$ cat config.mk
export PLATFORM = sky130hd
export DESIGN_NAME = pipelined_shifter
export DESIGN_NICKNAME = d
export VERILOG_FILES = /design/src/rtl/shifter_pkg.sv /design/src/rtl/shift_amount_decode.sv /design/src/rtl/pipelined_shifter.sv
export SDC_FILE = /design/constraint.sdc
export NUM_CORES = 1
export LEC_CHECK = 0
export ABC_AREA = 1
export BUFFER_PORTS_ARGS = -buffer_cell sky130_fd_sc_hd__buf_2
export CAP_MARGIN = 15
export CORE_MARGIN = 3
export CORE_UTILIZATION = 65
export DETAILED_ROUTE_END_ITERATION = 6
export PLACE_DENSITY = 0.88
export REMOVE_ABC_BUFFERS = 1
export SYNTH_ARGS = -nofsm -noshare
export SYNTH_HDL_FRONTEND = slang
export SYNTH_SLANG_ARGS = --single-unit
$ cat constraint.sdc
create_clock -name CLK -period 6.5 [get_ports CLK]
set_input_delay 1.3 -clock CLK [delete_from_list [all_inputs] [get_ports CLK]]
set_output_delay 1.3 -clock CLK [all_outputs]
set_load 0.02 [all_outputs]
$ cat src/rtl/shifter_pkg.sv
// rtl/shifter_pkg.sv - op encodings and decoded-amount struct shared by the shifter pipeline
package shifter_pkg;

    typedef enum logic [1:0] {
        SH_LSL = 2'b00,
        SH_LSR = 2'b01,
        SH_ASR = 2'b10,
        SH_ROR = 2'b11
    } sh_op_e;

    typedef struct packed {
        sh_op_e     op;
        logic [7:0] amount_eff;
        logic       is_zero;
        logic       is_ge_w;
        logic       is_rrx;
    } sh_dec_t;

endpackage

$ cat src/rtl/shift_amount_decode.sv
// rtl/shift_amount_decode.sv - folds ARM immediate/register amount rules into a flat decoded op
module shift_amount_decode
    import shifter_pkg::*;
#(
    parameter int WIDTH = 32
) (
    input  logic [1:0] sh_i,
    input  logic       imm_i,
    input  logic [7:0] amt_i,
    output sh_dec_t    dec_o
);
    localparam int LW = $clog2(WIDTH);

    sh_op_e     op;
    logic [7:0] imm_n;

    assign op    = sh_op_e'(sh_i);
    assign imm_n = 8'(amt_i[LW-1:0]);

    always_comb begin
        dec_o    = '0;
        dec_o.op = op;
        if (imm_i) begin
            dec_o.amount_eff = imm_n;
            // Immediate #0 is an escape: LSR/ASR mean a full-width shift, ROR means RRX.
            if (imm_n == 8'd0) begin
                case (op)
                    SH_LSL:  dec_o.is_zero = 1'b1;
                    SH_ROR:  dec_o.is_rrx  = 1'b1;
                    default: begin
                        dec_o.amount_eff = 8'(WIDTH);
                        dec_o.is_ge_w    = 1'b1;
                    end
                endcase
            end
        end else begin
            dec_o.amount_eff = amt_i;
            dec_o.is_zero    = (amt_i == 8'd0);
            dec_o.is_ge_w    = (op != SH_ROR) && (amt_i >= 8'(WIDTH));
        end
    end

endmodule

$ cat src/rtl/pipelined_shifter.sv
// rtl/pipelined_shifter.sv - ARM shifter operand with log2 barrel, carry select and valid/ready pipeline
module pipelined_shifter
    import shifter_pkg::*;
#(
    parameter int WIDTH = 32,
    parameter int PIPE  = 2,
    parameter int TAG_W = 4
) (
    input  logic             CLK,
    input  logic             Reset,
    input  logic             in_valid,
    output logic             in_ready,
    input  logic [1:0]       Sh,
    input  logic             ShImm,
    input  logic [7:0]       ShAmt,
    input  logic [WIDTH-1:0] ShIn,
    input  logic             CarryIn,
    input  logic [TAG_W-1:0] in_tag,
    output logic             out_valid,
    input  logic             out_ready,
    output logic [WIDTH-1:0] ShOut,
    output logic             CarryOut,
    output logic [TAG_W-1:0] out_tag
);
    localparam int LW        = $clog2(WIDTH);
    localparam int LO_LEVELS = LW / 2;
    localparam logic [LW-1:0] IDX_ONE  = LW'(1);
    localparam logic [LW-1:0] IDX_ZERO = '0;

    typedef struct packed {
        sh_dec_t          dec;
        logic [WIDTH-1:0] data;
        logic [WIDTH-1:0] orig;
        logic             cin;
        logic [TAG_W-1:0] tag;
    } beat_t;

    function automatic logic [WIDTH-1:0] barrel_level(input logic [WIDTH-1:0] d,
                                                      input sh_op_e op, input int k);
        int s;
        s = 1 << k;
        case (op)
            SH_LSL:  barrel_level = d << s;
            SH_LSR:  barrel_level = d >> s;
            SH_ASR:  barrel_level = $signed(d) >>> s;
            default: barrel_level = (d >> s) | (d << (WIDTH - s));
        endcase
    endfunction

    function automatic beat_t run_levels(input beat_t b, input int lo, input int hi);
        beat_t r;
        r = b;
        for (int k = hi; k >= lo; k--) begin
            if (r.dec.amount_eff[k]) r.data = barrel_level(r.data, r.dec.op, k);
        end
        return r;
    endfunction

    logic             en;
    logic             out_valid_q;
    logic [WIDTH-1:0] sh_out_q;
    logic             carry_q;
    logic [TAG_W-1:0] tag_q;

    sh_dec_t dec;
    beat_t   dec_stage_d, dec_stage, upper_stage_d, upper_stage, lower_stage;
    logic    dec_valid, upper_valid;

    assign en       = !out_valid_q || out_ready;
    assign in_ready = en;

    shift_amount_decode #(.WIDTH(WIDTH)) u_decode (
        .sh_i  (Sh),
        .imm_i (ShImm),
        .amt_i (ShAmt),
        .dec_o (dec)
    );

    assign dec_stage_d = '{dec: dec, data: ShIn, orig: ShIn, cin: CarryIn, tag: in_tag};

    if (PIPE >= 2) begin : g_dec_reg
        beat_t dec_stage_q;
        logic  dec_valid_q;
        always_ff @(posedge CLK or posedge Reset) begin
            if (Reset) begin
                dec_stage_q <= '0;
                dec_valid_q <= 1'b0;
            end else if (en) begin
                dec_valid_q <= in_valid;
                if (in_valid) dec_stage_q <= dec_stage_d;
            end
        end
        assign dec_stage = dec_stage_q;
        assign dec_valid = dec_valid_q;
    end else begin : g_dec_comb
        assign dec_stage = dec_stage_d;
        assign dec_valid = in_valid;
    end

    assign upper_stage_d = run_levels(dec_stage, LO_LEVELS, LW - 1);

    if (PIPE >= 3) begin : g_upper_reg
        beat_t upper_stage_q;
        logic  upper_valid_q;
        always_ff @(posedge CLK or posedge Reset) begin
            if (Reset) begin
                upper_stage_q <= '0;
                upper_valid_q <= 1'b0;
            end else if (en) begin
                upper_valid_q <= dec_valid;
                if (dec_valid) upper_stage_q <= upper_stage_d;
            end
        end
        assign upper_stage = upper_stage_q;
        assign upper_valid = upper_valid_q;
    end else begin : g_upper_comb
        assign upper_stage = upper_stage_d;
        assign upper_valid = dec_valid;
    end

    assign lower_stage = run_levels(upper_stage, 0, LO_LEVELS - 1);

    logic [LW-1:0]    amt_lo, lsl_idx, lsr_idx;
    logic             eq_w;
    logic [WIDTH-1:0] result_d;
    logic             carry_d;

    // W-n and n-1 wrap harmlessly outside 0<n<W; those cases never select them.
    assign amt_lo  = lower_stage.dec.amount_eff[LW-1:0];
    assign lsl_idx = IDX_ZERO - amt_lo;
    assign lsr_idx = amt_lo - IDX_ONE;
    assign eq_w    = (lower_stage.dec.amount_eff == 8'(WIDTH));

    always_comb begin
        result_d = lower_stage.data;
        carry_d  = lower_stage.cin;
        if (lower_stage.dec.is_zero) begin
            result_d = lower_stage.orig;
        end else if (lower_stage.dec.is_rrx) begin
            result_d = {lower_stage.cin, lower_stage.orig[WIDTH-1:1]};
            carry_d  = lower_stage.orig[0];
        end else begin
            case (lower_stage.dec.op)
                SH_LSL: begin
                    if (lower_stage.dec.is_ge_w) begin
                        result_d = '0;
                        carry_d  = eq_w & lower_stage.orig[0];
                    end else begin
                        carry_d = lower_stage.orig[lsl_idx];
                    end
                end
                SH_LSR: begin
                    if (lower_stage.dec.is_ge_w) begin
                        result_d = '0;
                        carry_d  = eq_w & lower_stage.orig[WIDTH-1];
                    end else begin
                        carry_d = lower_stage.orig[lsr_idx];
                    end
                end
                SH_ASR: begin
                    if (lower_stage.dec.is_ge_w) begin
                        result_d = {WIDTH{lower_stage.orig[WIDTH-1]}};
                        carry_d  = lower_stage.orig[WIDTH-1];
                    end else begin
                        carry_d = lower_stage.orig[lsr_idx];
                    end
                end
                default: carry_d = lower_stage.data[WIDTH-1];
            endcase
        end
    end

    always_ff @(posedge CLK or posedge Reset) begin
        if (Reset) begin
            out_valid_q <= 1'b0;
            sh_out_q    <= '0;
            carry_q     <= 1'b0;
            tag_q       <= '0;
        end else if (en) begin
            out_valid_q <= upper_valid;
            if (upper_valid) begin
                sh_out_q <= result_d;
                carry_q  <= carry_d;
                tag_q    <= lower_stage.tag;
            end
        end
    end

    assign out_valid = out_valid_q;
    assign ShOut     = sh_out_q;
    assign CarryOut  = carry_q;
    assign out_tag   = tag_q;

endmodule

==> impl_metrics.tcl, run 1 <==
set metrics [dict create \
    fmax_mhz 238.6 \
    cp_max_fo 24 \
    gp_congestion 1.144 \
    numCtsBuffers 9 \
    rows 39 \
    cp_data_required_time_ns 6.74 \
    ys_seq_area_share_pct 28.51 \
    dieArea_mm2 0.01337 \
    grt-ovfl-total 0 \
    synth_largest_area_cell "dfrtp_1" \
    endpoint "ShOut[3]" \
    cts.clk_slew.worst_paths_ns 0.06 \
    nets 1367 \
    rrSetupSlack_ns 2.31 \
    violations "DRC" \
    grt_pass1_wl_mm 46.19 \
    maxCapViolCount 0 \
    async_reset_ff_share_pct 100.0 \
    postCtsSetupBuffers 0 \
    critPathKind "reg2reg" \
    vdd_drop_max_v 0.0002506 \
    cp-end-kind "flip-flop" \
    setup_viol 0 \
    hp-start "dec_valid" \
    finalCritPeriodShare_pct 64.49 \
    cts_resized 0 \
    dpl.cell_count 1443 \
    rr_startpoint "amt_lo[2]" \
    dp_hpwl_mm 20.96 \
    min_period_ns 4.192 \
    synth_seq_cells 89 \
    synth_edf_count 0 \
    hold_viol 0 \
    finClkSkew_ns 0.009430 \
    areaGrowthSynthToFinish_pct 8.921 \
    grt_use_total_pct 44.43 \
    synth_area_mm2 0.007812 \
    synth_top_area_share_pct 28.51 \
    ys_types 54 \
    viasPerCell 6.635 \
    antenna_left 0 \
    fin_setup_tns_ns 0 \
    io_buffers 90 \
    slew_violations 0 \
    hold_class "reg2reg" \
    synth_top_cells_by_area "dfrtp_1 (29%), nand2_1 (21%), o21ai_0 (8.4%)" \
    design.core.area_mm2 0.01156 \
    synth.most_common_cell "nand2_1" \
    r2r_cells 11 \
    htreeDepth 3 \
    powerDensity_mw_per_mm2 378.0 \
    wire_per_inst_um 20.35 \
    synth_area_per_cell_um2 6.094 \
    antenna_found_initial 0 \
    synth_common_cells "nand2_1 (444), o21ai_0 (131), a21oi_1 (110)" \
    syn_inst 1282 \
    grt_pass1_vias 8729 \
    detail_route.iter0.violations 2133 \
    ctsHoldBuffers 0 \
    numClockSinks 89 \
    worst_ep_arrival_time_ns 4.43 \
    rsz0062_at_grt "false" \
    r2r-end "ShOut[3]" \
    cts_tree "yes" \
    relSlewSlack_pct 30.60 \
    worst_pin_slew_ns 1.040 \
    antenna-diode-count 0 \
    die_w_um 115.6 \
    yosysWarnings 0 \
    dr_total_vias 9687 \
    startpoint "amt_lo[2]" \
    clock_latency_ns 0.36 \
    drc 12 \
    cts-root-buf "clkbuf_16" \
    drive_above_1_share_pct 13.06 \
    startpoint_type "flip-flop" \
    initial_core_util_pct 67.55 \
    wirelength_mm 29.70 \
    leakage_nw 4.254 \
    die_h_um 115.6 \
    status "finished, violations left" \
    synth-main-ff-cell "dfrtp_1" \
    clockBufferDepth 2 \
    final_cells 1460 \
    fillerInstances 962 \
    io_pins 91 \
    grt_max_degree 89 \
    dr.pass1.iters 7 \
]
[layout by cell type, fill, tap and decap left out, types with 13 or more instances in the layout]
cell type and count:
nand2_1 444, inv_1 82, a21oi_1 110, nand4_1 17, inv_2 16, buf_2 90
buf_4 13, o21ai_1 46, nor2_1 46, nand3_1 97, dfrtp_1 89, o21ai_0 131
[worst min-delay path by stage]
| stage | to | slack, ns | depth (start not counted) |
|---|---|---|---|
| 2_1_floorplan | out_valid | 0.43 | 2 |
| 3_3_place_gp | out_valid | 0.45 | 2 |
| 3_5_place_dp | ShOut[20] | 0.46 | 2 |
| 4_1_cts | out_valid | 0.48 | 2 |
| 5_1_grt | ShOut[21] | 0.50 | 2 |
| 6_report | out_valid | 0.47 | 2 |
[cell families (layout without fill, tap and decap cells)]
| logic type | after synthesis | after routing | synth area share (%) |
|---|---|---|---|
| simple gates | 635 | 635 | 34.16 |
| compound gates | 363 | 363 | 26.60 |
| buf+inv | 190 | 225 | 10.03 |
| flops | 89 | 89 | 28.51 |
| fa+ha+maj | 3 | 3 | 0.4805 |
| xor+xnor | 2 | 2 | 0.2243 |
[state kept, by name, indices dropped and copies added, names as in the netlist]
register   flops
CarryOut       1
ShOut         32
amt_lo         5
dec_stage     45
dec_valid      1
out_tag        4
out_valid      1
[layout make-up]
type / instances / area [um^2] / share of cell area [%]
Clock buffer: 10 / 239.0 / 2.808
Clock inverter: 6 / 93.84 / 1.103
Inverter: 105 / 397.9 / 4.676
Multi-Input combinational cell: 1003 / 4805 / 56.46
Sequential cell: 89 / 2227 / 26.17
Tap cell: 143 / 178.9 / 2.103
Timing Repair Buffer: 104 / 568.0 / 6.675
[routing by layer]
metal	global-route usage, %	part of all wire, %	up-vias
met4	21.66	6.5	0
met3	13.94	14	201
met2	65.20	42	806
met1	59.71	37	4344
met5	0	0	-
li1	-	-	4336
[metrics by stage]
stage	hold slack, ns	power (mW)	util [%]	setup WS [ns]	cell area (um^2)
after floorplan	0.4317	1.964	-	2.192	7426
after global placement	0.4466	2.510	70.53	2.517	8157
after detailed placement	0.4598	2.534	70.53	2.501	8157
after CTS	0.4770	3.128	73.41	2.428	8489
after global routing	0.5011	3.389	73.58	2.026	8509
final	0.4705	3.216	73.58	2.308	8509
[where the power goes]
part	total [mW]	leakage [nW]	internal, mW	switching [mW]
combinational	1.78	2.98	0.524	1.26
sequential	0.847	1.11	0.702	0.145
clock	0.585	0.160	0.351	0.233
[critical path: stages (launching register included)]
cell and delay, ns:
dfrtp_1 0.90, clkinv_1 0.71, nor2_1 0.83, inv_2 0.34, o221ai_1 0.36, a21oi_1 0.20
nand2_1 0.09, nand3_1 0.08, o21ai_1 0.27, o211ai_1 0.14, nand2_1 0.10, nand2_1 0.05
Note: power is estimated with default switching activity, not from simulation.
==> run 2: changes to the inputs <==
Settings changed: CORE_UTILIZATION 65 to 60, PLACE_DENSITY 0.88 to 0.82.
Clock period 6.5 ns to 4 ns, I/O delays scaled along.
==> impl_metrics.tcl, run 2 (synthesis gave the netlist of run 1 again) <==
set metrics [dict create \
    slew_violations 0 \
    r2r-end "ShOut[14]" \
    startpoint_type "flip-flop" \
    cts-root-buf "clkbuf_16" \
    fin_area_mm2 0.008681 \
    grt-ovfl-total 0 \
    dp_hpwl_mm 23.06 \
    grt_pass1_vias 8965 \
    leakage_nw 4.343 \
    largest_reg_flops 45 \
    dpl.cell_count 1491 \
    dr.pass1.iters 6 \
    antenna-diode-count 0 \
    clock_latency_ns 0.36 \
    endpoint "ShOut[14]" \
    hold_viol 0 \
    cp_max_fo 21 \
    dr_total_vias 9713 \
    initial_core_util_pct 61.66 \
    relSlewSlack_pct 34.77 \
    setup_ws_ns 0.7765 \
    dieArea_mm2 0.01443 \
    rows 41 \
    setup_viol 0 \
    grt_pass1_wl_mm 48.84 \
    detail_route.iter0.violations 1597 \
    io_buffers 90 \
    multi_input_area_mm2 0.004802 \
    rrSetupSlack_ns 0.78 \
    worst_pin_slew_ns 0.9784 \
    r2r_cells 19 \
    die_h_um 120.1 \
    grt_use_total_pct 43.62 \
    cts_tree "yes" \
    wire_per_inst_um 20.89 \
    clockBufferDepth 2 \
    grt_max_degree 53 \
    drc 0 \
    antenna_left 0 \
    cts.clk_slew.worst_paths_ns 0.07 \
    rr_startpoint "dec_stage[81]" \
    final_cell_mix "nand2_1 (444), o21ai_0 (131), a21oi_1 (110)" \
    finClkSkew_ns 0.01146 \
    layout_commonest_cell "nand2_1" \
    maxCapViolCount 0 \
    startpoint "dec_stage[81]" \
    cp_data_required_time_ns 4.25 \
    viasPerCell 6.445 \
    postCtsSetupBuffers 0 \
    gp_congestion 1.125 \
    dp_slack_ns 0.9087 \
    dpl_cell_area_mm2 0.008346 \
    cp-end-kind "flip-flop" \
    critPathKind "reg2reg" \
    fillerInstances 1168 \
    areaGrowthSynthToFinish_pct 11.11 \
    vdd_drop_max_v 0.0004065 \
    ctsHoldBuffers 0 \
    numClockSinks 89 \
    die_w_um 120.1 \
    seq_area_mm2 0.002227 \
    hold_class "in2async" \
    fmax_mhz 310.2 \
    htreeDepth 3 \
    holdWs_ns 0.3124 \
    status "finished, final reports clean" \
    drive_above_1_share_pct 14.16 \
    rsz0062_at_grt "false" \
    final_cells 1507 \
    numCtsBuffers 9 \
    wirelength_mm 31.48 \
    min_period_ns 3.223 \
    finalPower_mw 5.327 \
    cts_resized 0 \
    io_pins 91 \
    worst_ep_arrival_time_ns 3.47 \
    design.core.area_mm2 0.01267 \
    finalCritPeriodShare_pct 80.59 \
    antenna_found_initial 0 \
    nets 1385 \
    powerDensity_mw_per_mm2 613.7 \
]
[run 2: changes by cell type in the layout (fill, tap and decap cells not counted), sizes merged]
cell | previous run | this run
buf | 104 | 122
[run 2: per-stage QoR]
step	util (%)	setup TNS [ns]
6_report	68.51	0
5_1_grt	68.51	0
3_5_place_dp	65.86	0
3_3_place_gp	65.86	0
2_1_floorplan	-	-0.3083
4_1_cts	68.51	0
[run 2: area by class of cell]
class | count | share of cell area [%]
Multi-Input combinational cell | 1003 | 55.32
Sequential cell | 89 | 25.66
Timing Repair Buffer | 122 | 8.100
Inverter | 105 | 4.583
Clock buffer | 10 | 2.753
Tap cell | 172 | 2.479
Clock inverter | 6 | 1.110
[run 2: critical path: stages (launching register included)]
cell and delay (ns):
dfrtp_1 0.57, inv_2 0.13, nand2_4 0.31, nand2_4 0.15, nand2_1 0.09, nand2_1 0.07, nand2_1 0.17, nand2_1 0.08
o21ai_1 0.18, nor2_1 0.11, o22ai_1 0.30, o21ai_0 0.19, nand3_1 0.15, nand2_1 0.06, nand3_1 0.17, nand2_1 0.07
nand2_1 0.14, nand2_1 0.07, nand2_1 0.05, nand2_1 0.05
[run 2: report_power, final]
group          switching [mW]  leakage [nW]  total [mW]  internal [mW]
clock network           0.397         0.162       0.970          0.574
logic                    2.12          3.07        3.00          0.885
registers               0.212          1.11        1.35           1.14
[run 2: layer usage]
| metal | track usage (%) | share of wire (%) |
|---|---|---|
| met5 | 0 | 0 |
| met4 | 17.11 | 4.0 |
| met3 | 12.58 | 13 |
| met2 | 66.53 | 44 |
| met1 | 58.64 | 38 |
[run 2: worst min path at each step]
stage / to / depth (start not counted) / startpoint
floorplan: out_valid / 2 / dec_valid
global placement: out_valid / 2 / dec_valid
detailed placement: out_valid / 2 / dec_valid
CTS: dec_stage[0] / 2 / Reset
global route: dec_stage[0] / 2 / Reset
finish: dec_stage[0] / 2 / Reset
==> run 3: changes to the inputs <==
Settings changed: CORE_UTILIZATION 60 to 54, PLACE_DENSITY 0.82 to 0.78.
Clock period 4 ns to 2.63 ns, I/O delays scaled along.
==> impl_metrics.tcl, run 3 (synthesis gave the netlist of run 1 again) <==
set metrics [dict create \
    status "finished, violations left" \
    violations "DRC, setup timing" \
    wire_per_inst_um 21.58 \
    rr_startpoint "dec_stage[80]" \
    rows 43 \
    ctsHoldBuffers 0 \
    path_cells "nand2_4 > inv_4 > nor2_4 > o21ai_1 > nand2_1 > buf_4 > o221ai_1 > buf_4 > o221ai_2 > nand2_1 > nand3_4 > nand2_1 > nand3_1 > nand2_1 > nand2_1 > nand2_1 > nand2_1 > nand2_1" \
    critPathBufInv 3 \
    slowest_stage "dfrtp_2" \
    dpl.cell_count 1647 \
    maxCapViolCount 0 \
    numCtsBuffers 9 \
    worst_pin_slew_ns 0.7657 \
    grt_pass1_vias 9757 \
    clock_latency_ns 0.35 \
    areaGrowthSynthToFinish_pct 41.88 \
    antenna_left 0 \
    dr.pass1.iters 7 \
    dp_hpwl_mm 26.84 \
    detail_route.iter0.violations 1815 \
    finalCritPeriodShare_pct 106.7 \
    clkPwrFrac_pct 14.2 \
    cts.clk_slew.worst_paths_ns 0.06 \
    cts-root-buf "clkbuf_16" \
    setup_viol 24 \
    wirelength_mm 36.60 \
    cts_tree "yes" \
    final_cell_mix "nand2_1 (400), buf_4 (188), o21ai_0 (114)" \
    nets 1567 \
    numClockSinks 89 \
    hold_class "in2async" \
    layout_commonest_cell "nand2_1" \
    startpoint_type "flip-flop" \
    cp_data_required_time_ns 2.87 \
    gp_congestion 1.093 \
    cp-end-kind "flip-flop" \
    relSlewSlack_pct 48.90 \
    rsz0062_at_grt "true" \
    max_stage_delay_ns 0.47 \
    dieArea_mm2 0.01595 \
    p_int_mw 4.985 \
    grt-ovfl-total 0 \
    critPathKind "reg2reg" \
    leakage_nw 5.483 \
    power.switching_mw 4.885 \
    worst_ep_arrival_time_ns 3.05 \
    hold_viol 0 \
    die_w_um 126.3 \
    startpoint "dec_stage[80]" \
    htreeDepth 3 \
    grt_use_total_pct 43.11 \
    final_cells 1696 \
    min_period_ns 2.806 \
    crit_top_cell "nand2_1" \
    cp_max_fo 7 \
    finClkSkew_ns 0.005859 \
    drc 16 \
    die_h_um 126.3 \
    io_buffers 90 \
    antenna_found_initial 1 \
    pwr-share-seq_pct 20.7 \
    setup_ws_ns -0.1758 \
    antenna-diode-count 0 \
    design.core.area_mm2 0.01404 \
    io_pins 91 \
    vdd_drop_max_v 0.0005773 \
    grt_pass1_wl_mm 53.72 \
    fmax_mhz 356.4 \
    clockBufferDepth 2 \
    slew_violations 0 \
    combPwrFrac_pct 65.1 \
    fillerInstances 1030 \
    powerDensity_mw_per_mm2 890.4 \
    sw_frac_of_total_pct 49.49 \
    largest_reg_flops 45 \
    fin_setup_tns_ns -1.774 \
    path_delay_family "simple AND/OR/NAND/NOR gates" \
    rrSetupSlack_ns -0.18 \
    dr_total_vias 10910 \
    viasPerCell 6.432 \
    initial_core_util_pct 55.64 \
    grt_max_degree 65 \
    drive_above_1_share_pct 35.62 \
]
## run 3: changes by cell type in the layout (fill, tap and decap cells not counted), sizes merged
cell      before  now
buf          122  301
inv          102  100
clkinv         6    8
clkbuf        10   11
clkinvlp       1    2
## run 3: power groups by stage
stage / Combinational, mW / Sequential, mW / Clock, mW
floorplan: 2.51 / 2.35 / 0
global placement: 5.20 / 2.01 / 0
detailed placement: 5.24 / 2.02 / 0
CTS: 5.56 / 2.01 / 1.40
global route: 6.78 / 2.07 / 1.46
finish: 6.43 / 2.04 / 1.40
## run 3: path summary, 6_finish.rpt
path                                 endpoint  depth (start not counted)
worst max-delay path                ShOut[26]                         18
worst max register to register      ShOut[26]                         18
max in group asynchronous       dec_stage[81]                          3
worst min-delay path                ShOut[14]                          2
worst min register to register      out_valid                          2
min in group CLK                 dec_stage[8]                          3
## run 3: what timing repair did
action                     4_1_cts  5_1_grt
buffers inserted                15       17
pin swaps                       11       26
gates cloned                     1        1
resized for setup               74      170
setup endpoints to repair       32       33
## run 3: cell type report
cell class,instances,area [um^2],share of cell area [%]
Sequential cell,89,2231,20.13
Timing Repair Buffer,303,2216,19.99
Tap cell,180,225.2,2.032
Clock inverter,6,92.59,0.8353
Multi-Input combinational cell,1003,5667,51.12
Timing Repair inverter,1,6.256,0.05644
Clock buffer,9,225.2,2.032
Inverter,105,421.7,3.804
## run 3: per-stage QoR
step                      area, um^2  hold WS [ns]  worst slack, ns  total power, mW  util [%]
after global placement          9529        0.4469          -0.2501            7.210     67.86
after detailed placement        9529        0.4553          -0.2919            7.264     67.86
final                          11080        0.1820          -0.1758            9.870     78.94
after floorplan                 7426        0.4317           -1.678            4.855         -
after CTS                      10260        0.1862         -0.04589            8.970     73.06
after global routing           11080        0.2074          -0.3009            10.31     78.94
## run 3: routing by layer
layer	part of all wire, %	up-vias	track usage [%]	wire length [um]
met4	6.6	2	21.07	2411
met2	43	994	64.88	15730
met5	0.038	-	0	14
met3	14	244	12.30	5227
li1	-	4739	-	-
met1	36	4929	57.05	13220
